===== src/rtl/alu_seq.sv =====
// alu_seq: registered ALU with single-cycle arith/logic ops and iterative signed multiply/divide.
// Define ALU_SEQ_DIV_EN to build the restoring divider and enable opcode 0101.
module alu_seq #(
  parameter int WIDTH = 16
) (
  input  logic             clk,
  input  logic             rst,
  input  logic             start,
  input  logic [3:0]       ALUOp,
  input  logic [WIDTH-1:0] Data1,
  input  logic [WIDTH-1:0] Data2,
  output logic             busy,
  output logic             done,
  output logic [WIDTH-1:0] Upper,
  output logic [WIDTH-1:0] Lower,
  output logic             Zero,
  output logic             Ovf,
  output logic             DivZero,
  output logic             Illegal
);
  localparam int CNT_W = $clog2(WIDTH);
  localparam logic [CNT_W-1:0] CNT_LAST = CNT_W'(WIDTH - 1);
  localparam logic [3:0] OP_ADD = 4'b0000;
  localparam logic [3:0] OP_SUB = 4'b0001;
  localparam logic [3:0] OP_MUL = 4'b0100;
  localparam logic [3:0] OP_MOV = 4'b0111;
  localparam logic [3:0] OP_SWP = 4'b1000;
  localparam logic [3:0] OP_AND = 4'b1001;
  localparam logic [3:0] OP_OR  = 4'b1011;
`ifdef ALU_SEQ_DIV_EN
  localparam logic [3:0] OP_DIV = 4'b0101;
`endif

  typedef enum logic [1:0] {IDLE, ITER, DONE} state_t;

  function automatic logic [WIDTH-1:0] abs_val(input logic signed [WIDTH-1:0] v);
    return v[WIDTH-1] ? -v : v;
  endfunction

  function automatic logic [WIDTH-1:0] cond_neg(input logic [WIDTH-1:0] v, input logic neg);
    return neg ? -v : v;
  endfunction

  function automatic logic [2*WIDTH-1:0] cond_neg_dbl(input logic [2*WIDTH-1:0] v, input logic neg);
    return neg ? -v : v;
  endfunction

  state_t                  state, state_nxt;
  logic [CNT_W-1:0]        cnt;
  logic                    last_step;
  logic signed [WIDTH-1:0] a_s, b_s;
  logic [WIDTH-1:0]        sum, diff;
  logic [WIDTH-1:0]        sc_hi, sc_lo;
  logic                    sc_ovf, sc_dz, sc_ill, sc_multi;
  logic [WIDTH:0]          acc_hi, mul_sum, step_hi;
  logic [WIDTH-1:0]        acc_lo, step_lo, mag_op;
  logic                    sign_a, sign_b;
  logic [2*WIDTH-1:0]      fix_res;
  logic                    res_load, res_ovf, res_dz, res_ill;
  logic [WIDTH-1:0]        res_hi, res_lo;
`ifdef ALU_SEQ_DIV_EN
  logic                    is_div;
  logic [WIDTH:0]          div_shift, div_trial;
`endif

  assign a_s       = Data1;
  assign b_s       = Data2;
  assign busy      = (state == ITER);
  assign done      = (state == DONE);
  assign last_step = (cnt == CNT_LAST);

  always_comb begin
    sum      = Data1 + Data2;
    diff     = Data1 - Data2;
    sc_hi    = '0;
    sc_lo    = '0;
    sc_ovf   = 1'b0;
    sc_dz    = 1'b0;
    sc_ill   = 1'b0;
    sc_multi = 1'b0;
    case (ALUOp)
      OP_ADD: begin
        sc_lo  = sum;
        sc_ovf = (Data1[WIDTH-1] == Data2[WIDTH-1]) && (sum[WIDTH-1] != Data1[WIDTH-1]);
      end
      OP_SUB: begin
        sc_lo  = diff;
        sc_ovf = (Data1[WIDTH-1] != Data2[WIDTH-1]) && (diff[WIDTH-1] != Data1[WIDTH-1]);
      end
      OP_MUL: sc_multi = 1'b1;
`ifdef ALU_SEQ_DIV_EN
      OP_DIV: begin
        // Divide by zero never enters the iteration loop
        if (Data2 == '0) begin
          sc_lo = '1;
          sc_hi = Data1;
          sc_dz = 1'b1;
        end else begin
          sc_multi = 1'b1;
        end
      end
`endif
      OP_MOV: sc_lo = Data2;
      OP_SWP: begin
        sc_lo = Data2;
        sc_hi = Data1;
      end
      OP_AND:  sc_lo = Data1 & Data2;
      OP_OR:   sc_lo = Data1 | Data2;
      default: sc_ill = 1'b1;
    endcase
  end

  // Iteration step: shift-add multiply on {acc_hi,acc_lo}, or restoring divide with acc_hi as remainder
  always_comb begin
    mul_sum = acc_hi + (acc_lo[0] ? {1'b0, mag_op} : '0);
    step_hi = {1'b0, mul_sum[WIDTH:1]};
    step_lo = {mul_sum[0], acc_lo[WIDTH-1:1]};
`ifdef ALU_SEQ_DIV_EN
    div_shift = {acc_hi[WIDTH-1:0], acc_lo[WIDTH-1]};
    div_trial = div_shift - {1'b0, mag_op};
    if (is_div) begin
      step_lo = {acc_lo[WIDTH-2:0], ~div_trial[WIDTH]};
      step_hi = div_trial[WIDTH] ? div_shift : div_trial;
    end
`endif
  end

  always_comb begin
    fix_res = cond_neg_dbl({step_hi[WIDTH-1:0], step_lo}, sign_a ^ sign_b);
`ifdef ALU_SEQ_DIV_EN
    // Remainder follows the dividend sign; most-negative / -1 wraps naturally
    if (is_div)
      fix_res = {cond_neg(step_hi[WIDTH-1:0], sign_a), cond_neg(step_lo, sign_a ^ sign_b)};
`endif
  end

  always_comb begin
    state_nxt = state;
    res_load  = 1'b0;
    res_hi    = sc_hi;
    res_lo    = sc_lo;
    res_ovf   = sc_ovf;
    res_dz    = sc_dz;
    res_ill   = sc_ill;
    case (state)
      IDLE: begin
        if (start) begin
          if (sc_multi) begin
            state_nxt = ITER;
          end else begin
            state_nxt = DONE;
            res_load  = 1'b1;
          end
        end
      end
      ITER: begin
        if (last_step) begin
          state_nxt        = DONE;
          res_load         = 1'b1;
          {res_hi, res_lo} = fix_res;
          res_ovf          = 1'b0;
          res_dz           = 1'b0;
          res_ill          = 1'b0;
        end
      end
      default: state_nxt = IDLE;
    endcase
  end

  always_ff @(posedge clk) begin
    if (rst) begin
      state   <= IDLE;
      cnt     <= '0;
      Upper   <= '0;
      Lower   <= '0;
      Zero    <= 1'b0;
      Ovf     <= 1'b0;
      DivZero <= 1'b0;
      Illegal <= 1'b0;
    end else begin
      state <= state_nxt;
      cnt   <= (state == ITER) ? cnt + CNT_W'(1) : '0;
      if (res_load) begin
        Upper   <= res_hi;
        Lower   <= res_lo;
        Zero    <= ({res_hi, res_lo} == '0);
        Ovf     <= res_ovf;
        DivZero <= res_dz;
        Illegal <= res_ill;
      end
    end
  end

  // Iteration datapath: magnitudes latched at start, accumulator advanced each ITER cycle
  always_ff @(posedge clk) begin
    if (state == IDLE && start && sc_multi) begin
      acc_hi <= '0;
      sign_a <= Data1[WIDTH-1];
      sign_b <= Data2[WIDTH-1];
      acc_lo <= abs_val(b_s);
      mag_op <= abs_val(a_s);
`ifdef ALU_SEQ_DIV_EN
      is_div <= (ALUOp == OP_DIV);
      if (ALUOp == OP_DIV) begin
        acc_lo <= abs_val(a_s);
        mag_op <= abs_val(b_s);
      end
`endif
    end else if (state == ITER) begin
      acc_hi <= step_hi;
      acc_lo <= step_lo;
    end
  end

endmodule


===== config.mk =====
export PLATFORM = sky130hd
export DESIGN_NAME = alu_seq
export DESIGN_NICKNAME = d
export VERILOG_FILES = /design/src/rtl/alu_seq.sv
export SDC_FILE = /design/constraint.sdc
export NUM_CORES = 1
export LEC_CHECK = 0
export CELL_PAD_IN_SITES_DETAIL_PLACEMENT = 1
export CELL_PAD_IN_SITES_GLOBAL_PLACEMENT = 2
export CORE_MARGIN = 5
export CORE_UTILIZATION = 31
export CTS_BUF_LIST = sky130_fd_sc_hd__clkbuf_8
export CTS_CLUSTER_SIZE = 30
export DETAILED_ROUTE_END_ITERATION = 16
export GPL_TIMING_DRIVEN = 0
export PLACE_DENSITY = 0.77
export SKIP_CTS_REPAIR_TIMING = 1
export SLEW_MARGIN = 20
export SYNTH_ARGS = -nofsm -noshare
export SYNTH_HDL_FRONTEND = slang
export SYNTH_SLANG_ARGS = --single-unit

===== constraint.sdc =====
create_clock -name clk -period 4.65 [get_ports clk]
set_input_delay 0.93 -clock clk [delete_from_list [all_inputs] [get_ports clk]]
set_output_delay 0.93 -clock clk [all_outputs]
set_load 0.01 [all_outputs]

=== Word level (Yosys, flattened, before mapping) ===
Cells that the tools add are included.

* Bits in registers: 91
* Bits of input ports: 39
* Output and inout port bits: 38
* Logic and storage cells: 78

* Add/sub/neg operators: 7
* Equal/unequal tests: 15
* Muxes and demuxes: 27
* Bitwise operators: 4
* Reductions and logical operators: 12

{| class="wikitable"
|+ Operators with widths
! cell !! count
|-
| $mux W16 || 9
|-
| $pmux W16 S5 || 1
|-
| $logic_not A32 Y1 || 1
|-
| $mux W32 || 1
|-
| $neg A16 Y16 || 2
|-
| $neg A32 Y32 || 1
|-
| $add A16 B16 Y17 || 1
|-
| $add A16 B16 Y16 || 1
|-
| $and A16 B16 Y16 || 1
|-
| $eq A4 B4 Y1 const B || 4
|-
| $or A16 B16 Y16 || 1
|-
| $sub A16 B16 Y16 || 1
|-
| $mux W15 || 1
|-
| $mux W1 || 9
|-
| $eq A4 B3 Y1 const B || 2
|-
| $reduce_or A7 Y1 || 1
|-
| $mux W2 || 3
|-
| $add A4 B1 Y4 const B || 1
|-
| $eq A4 B1 Y1 const B || 1
|-
| $logic_and A1 B1 Y1 || 4
|-
| $logic_not A4 Y1 || 1
|-
| $pmux W1 S2 || 2
|-
| $pmux W2 S2 || 1
|-
| $reduce_or A2 Y1 || 2
|-
| other kinds (11) || 13
|}

=== Logic depth before layout (Yosys ltp) ===
* Depth in word-level cells: 7
* Depth in mapped cells: 18
* Gate-level depth less buffers: 16

=== Worst setup path after synthesis ===
No wires, ideal clock.

* Kind: input port to flip-flop
* Start: input port Data1[0]
* End: register Zero
* Library setup time: 0.059 ns
* Arrival: 3.766 ns
* Data required time: 4.591 ns
* Slack: 0.825 ns
* Stages: 15
* Path buffers: 0
* Path through: inv_1 -> ha_1 -> inv_1 -> fa_1 -> mux2_2 -> a222oi_1 -> a2bb2oi_1 -> nand2_1 -> nor4b_2 -> nand4_1 -> nor4_1 -> and4b_1 -> and4_1 -> nor4bb_1 -> a31o_1

* Word-level cells in the longest chain between the ends: 5
* Elaborated cells between the ends (all ways): 11
* Classes of those cells: add/sub (2); mux (6); bitwise (2); reduce/logical (1)

{| class="wikitable"
|+ RTL lines
! item !! line !! source
|-
| from (decl) || 10 || <nowiki>input logic [WIDTH-1:0] Data1,</nowiki>
|-
| $sub A16 B16 Y16, or another cell as far along || 74 || <nowiki>diff = Data1 - Data2;</nowiki>
|-
| $pmux W16 S5 || 81 || <nowiki>case (ALUOp)</nowiki>
|-
| $mux W16 || 158 || <nowiki>if (last_step) begin</nowiki>
|-
| $mux W16 || 146 || <nowiki>case (state)</nowiki>
|-
| $logic_not A32 Y1 * || 187 || <nowiki>Zero <= ({res_hi, res_lo} == '0);</nowiki>
|-
| to (signal assigned) || 187 ||
|-
| to (decl) || 16 || <nowiki>output logic Zero,</nowiki>
|}

Mark *: on every way between the ends. The rest lies on a longest branch, timed or not.
A chain may end at the register's enable or synchronous reset.

=== Worst setup path in the final report ===
* Start: input port Data1[2]
* End: register Zero

The elaborated chain is that of the path after synthesis.

==> flow_summary.toml <==
[routing]
wl_per_cell_um = 22.4
drt_iter0_drc = 445
vias_per_cell = 5.58
dr.pass1.iters = 5
postRouteAntennaNets = 0
num_vias = 7863
drc = 0
drt-total-wl_mm = 31.5

[worst_setup_path]
reg2reg_depth = 16
critical_path.cell_chain = "clkdlybuf4s50_1 > inv_1 > ha_1 > nand2b_1 > a211oi_1 > nand2_1 > a41oi_2 > o41ai_1 > a2111oi_1 > nor3_1 > a21oi_2 > o2111ai_1 > nor4bb_4 > a31o_1"
r2r-start = "acc_lo[0]$_DFFE_PP_"
timing_worst_setup_path_type = "in -> reg"
cp_max_fo = 7
cp.required_ns = 5.00
cp_top_family = "compound AO/OA/AOI/OAI gates"
cpMaxStageDelayCell = "clkdlybuf4s50_1"
crit-reg2reg-capture = "Zero$_SDFFE_PP0P_"
cp.arrival_ns = 5.04
max_stage_delay_ns = 0.64
worstPathBufferInverterCount = 2
cp-start-kind = "input pin"
rrSetupSlack_ns = 0.23
endpoint_kind = "flop"

[layout]
final_nets = 1183
final_cell_mix = "96 x nand2_1, 87 x nor2_1, 65 x a21oi_1, 65 x ha_1, 62 x clkdlybuf4s50_1"
syn2layout_area_growth_pct = 20.7
antenna_cells = 0
stdcell_count = 1409
final_layout_size_suffix_gt1_share_pct = 8.16
final_cell_area_mm2 = 0.00966
mostFrequentLayoutCell = "nand2_1"
utilization_pct = 38.1

[logic_synthesis]
synth_mux_area_share_pct = 0.798
ys.flop_type = "dfxtp_1"
yosysUniqueCellTypes = 89
synth-simple-area-share_pct = 21.3
syn-cell-area_mm2 = 0.00800
synth_edf_count = 34
synth_fp_nets = 1090
synth_compound_area_share_pct = 25.4
synth_top_family_by_area = "compound AO/OA/AOI/OAI gates"
synth_xor_area_share_pct = 8.63
synth_fa_ha_area_share_pct = 11.2
ys_warn_count = 0
async_flop_share_pct = 0
yosysSeqAreaShare_pct = 27.0
yosys_register_bits = 91
synth_cells = 981
postSynthAreaPerCell_um2 = 8.16

[timing]
max_slew_margin_pct = 32.4
worst_pin_slew_ns = 1.00
final_max_slew_viol_count = 0
max_freq_mhz = 213
worst_slack_ns = -0.0369
finalHoldViolations = 0
period_share_pct = 101
post-route-min-period_ns = 4.69
finalClockSkew_ns = 0.0113
holdWs_ns = 0.461
fin_setup_tns_ns = -0.0369
finalSetupViolCount = 1
rsz0062_at_grt = "yes"

[power]
p_per_area_mw_per_mm2 = 269
ir_drop_v = 0.000144
power_leakage_nw = 3.73

[worst_hold_path]
min_path_type = "reg -> reg"
holdCritStartpoint = "Upper[6]$_SDFFE_PP0P_"
holdPathEnd = "Upper[6]$_SDFFE_PP0P_"
whs_path_depth = 2

[placed_design]
port_buffers = 74
place_area_mm2 = 0.00917
gp_congestion = 0.897
dp_hpwl_mm = 25.6
dp.cells = 1385

[cts]
cts_root_buffer = "clkbuf_8"
clk_pin_slew_ns = 0.10
cts_buffers = 9
clock-sinks = 91
cts_tree = "yes"
cts_max_path_buffers = 2
clock_latency_ns = 0.40
ctsHtreeMaxLevel = 3

[outcome]
violations = "negative setup slack"
outcome = "finished with violations"

[floorplanning]
core_mm2 = 0.0253
ios = 77
die_h_um = 171
rows = 58
dieArea_mm2 = 0.0291
start_util_pct = 31.6
die_w_um = 171

[run]
drv_cap = 0

[grt]
grt_start_max_net_pins = 20
antenna_found_initial = 0
overflow = 0
grt_pass1_wl_mm = 48.0
grt_usage_pct = 21.4
grt_pass1_vias = 8035
## logic make-up (layout without fill, tap and decap cells)
logic type,count (synthesis),after routing
compound gates,293,293
xor+xnor,78,78
flops,91,91
other cells,1,1
mux,6,6
simple gates,332,332
fa+ha+maj,70,70
buf+inv,110,208
## per-stage QoR
step / setup slack (ns) / power [mW]
after floorplan: 0.825 / 1.62
after global placement: -1.02 / 1.96
after CTS: -0.549 / 2.55
final: -0.0369 / 2.60
after global routing: -0.185 / 2.75
after detailed placement: -0.975 / 1.97
## worst reg2reg max path, delay by kind of cell, from the launching register on
family	cells	cell delay, ns
flops	1	0.40
buf+inv	2	0.30
compound gates	4	0.94
fa+ha+maj	2	0.57
xor+xnor	2	0.44
simple gates	6	1.75
## power breakdown
part	internal [mW]	switching (mW)	total [mW]
clock network	0.253	0.325	0.578
registers	0.898	0.0439	0.942
logic	0.416	0.661	1.08
## metal layers
metal,global-route usage (%),up-vias,wire length (µm)
met2,36.2,164,15100
met5,0,-,0
met1,28.7,3894,14500
met4,7.01,0,881
met3,2.13,39,1050
li1,-,3766,-
## synth_stat cells, types with 9 or more instances
library cell	instances	area, µm²
nor2_1	87	327
a22o_1	10	87.6
xor2_1	22	193
edfxtp_1	34	1020
nor3_1	23	115
inv_1	56	210
a221oi_1	10	87.6
a22oi_1	10	75.1
o31ai_1	19	143
a21oi_1	66	330
nand4_1	9	56.3
a21o_1	10	75.1
and2_1	20	125
a211oi_1	26	195
dfxtp_1	57	1140
xnor2_1	55	482
nand3_1	26	130
nand2b_1	13	81.3
nand2_1	96	360
clkbuf_1	46	173
o21ai_0	63	315
ha_1	67	838
## registers in the layout (all words and copies together) (netlist names)
| register | cells |
|---|---|
| Upper | 16 |
| mag_op | 16 |
| Lower | 16 |
| sign_a | 1 |
| acc_lo | 16 |
| cnt | 4 |
| sign_b | 1 |
| state | 2 |
| acc_hi | 16 |
| Ovf | 1 |
| Illegal | 1 |
| Zero | 1 |
## layout make-up
type	instances	area [µm²]
buffer	51	223
timing repair buffer	85	853
clock inverter	7	72.6
multi-input combinational	780	5600
fill	3004	15700
sequential	91	2160
inverter	56	214
clock buffer	9	124
tap	330	413
## how the worst max path moves through the flow
stage	start	to	slack [ns]	cells past startpoint
2_1_floorplan	Data1[0]	Zero$_SDFFE_PP0P_	0.82	15
3_3_place_gp	Data1[2]	Zero$_SDFFE_PP0P_	-1.02	16
3_5_place_dp	Data1[4]	Zero$_SDFFE_PP0P_	-0.97	16
4_1_cts	Data1[4]	Zero$_SDFFE_PP0P_	-0.55	16
5_1_grt	Data1[2]	Zero$_SDFFE_PP0P_	-0.19	14
6_report	Data1[2]	Zero$_SDFFE_PP0P_	-0.04	14
Note: power is estimated with default switching activity, not from simulation.
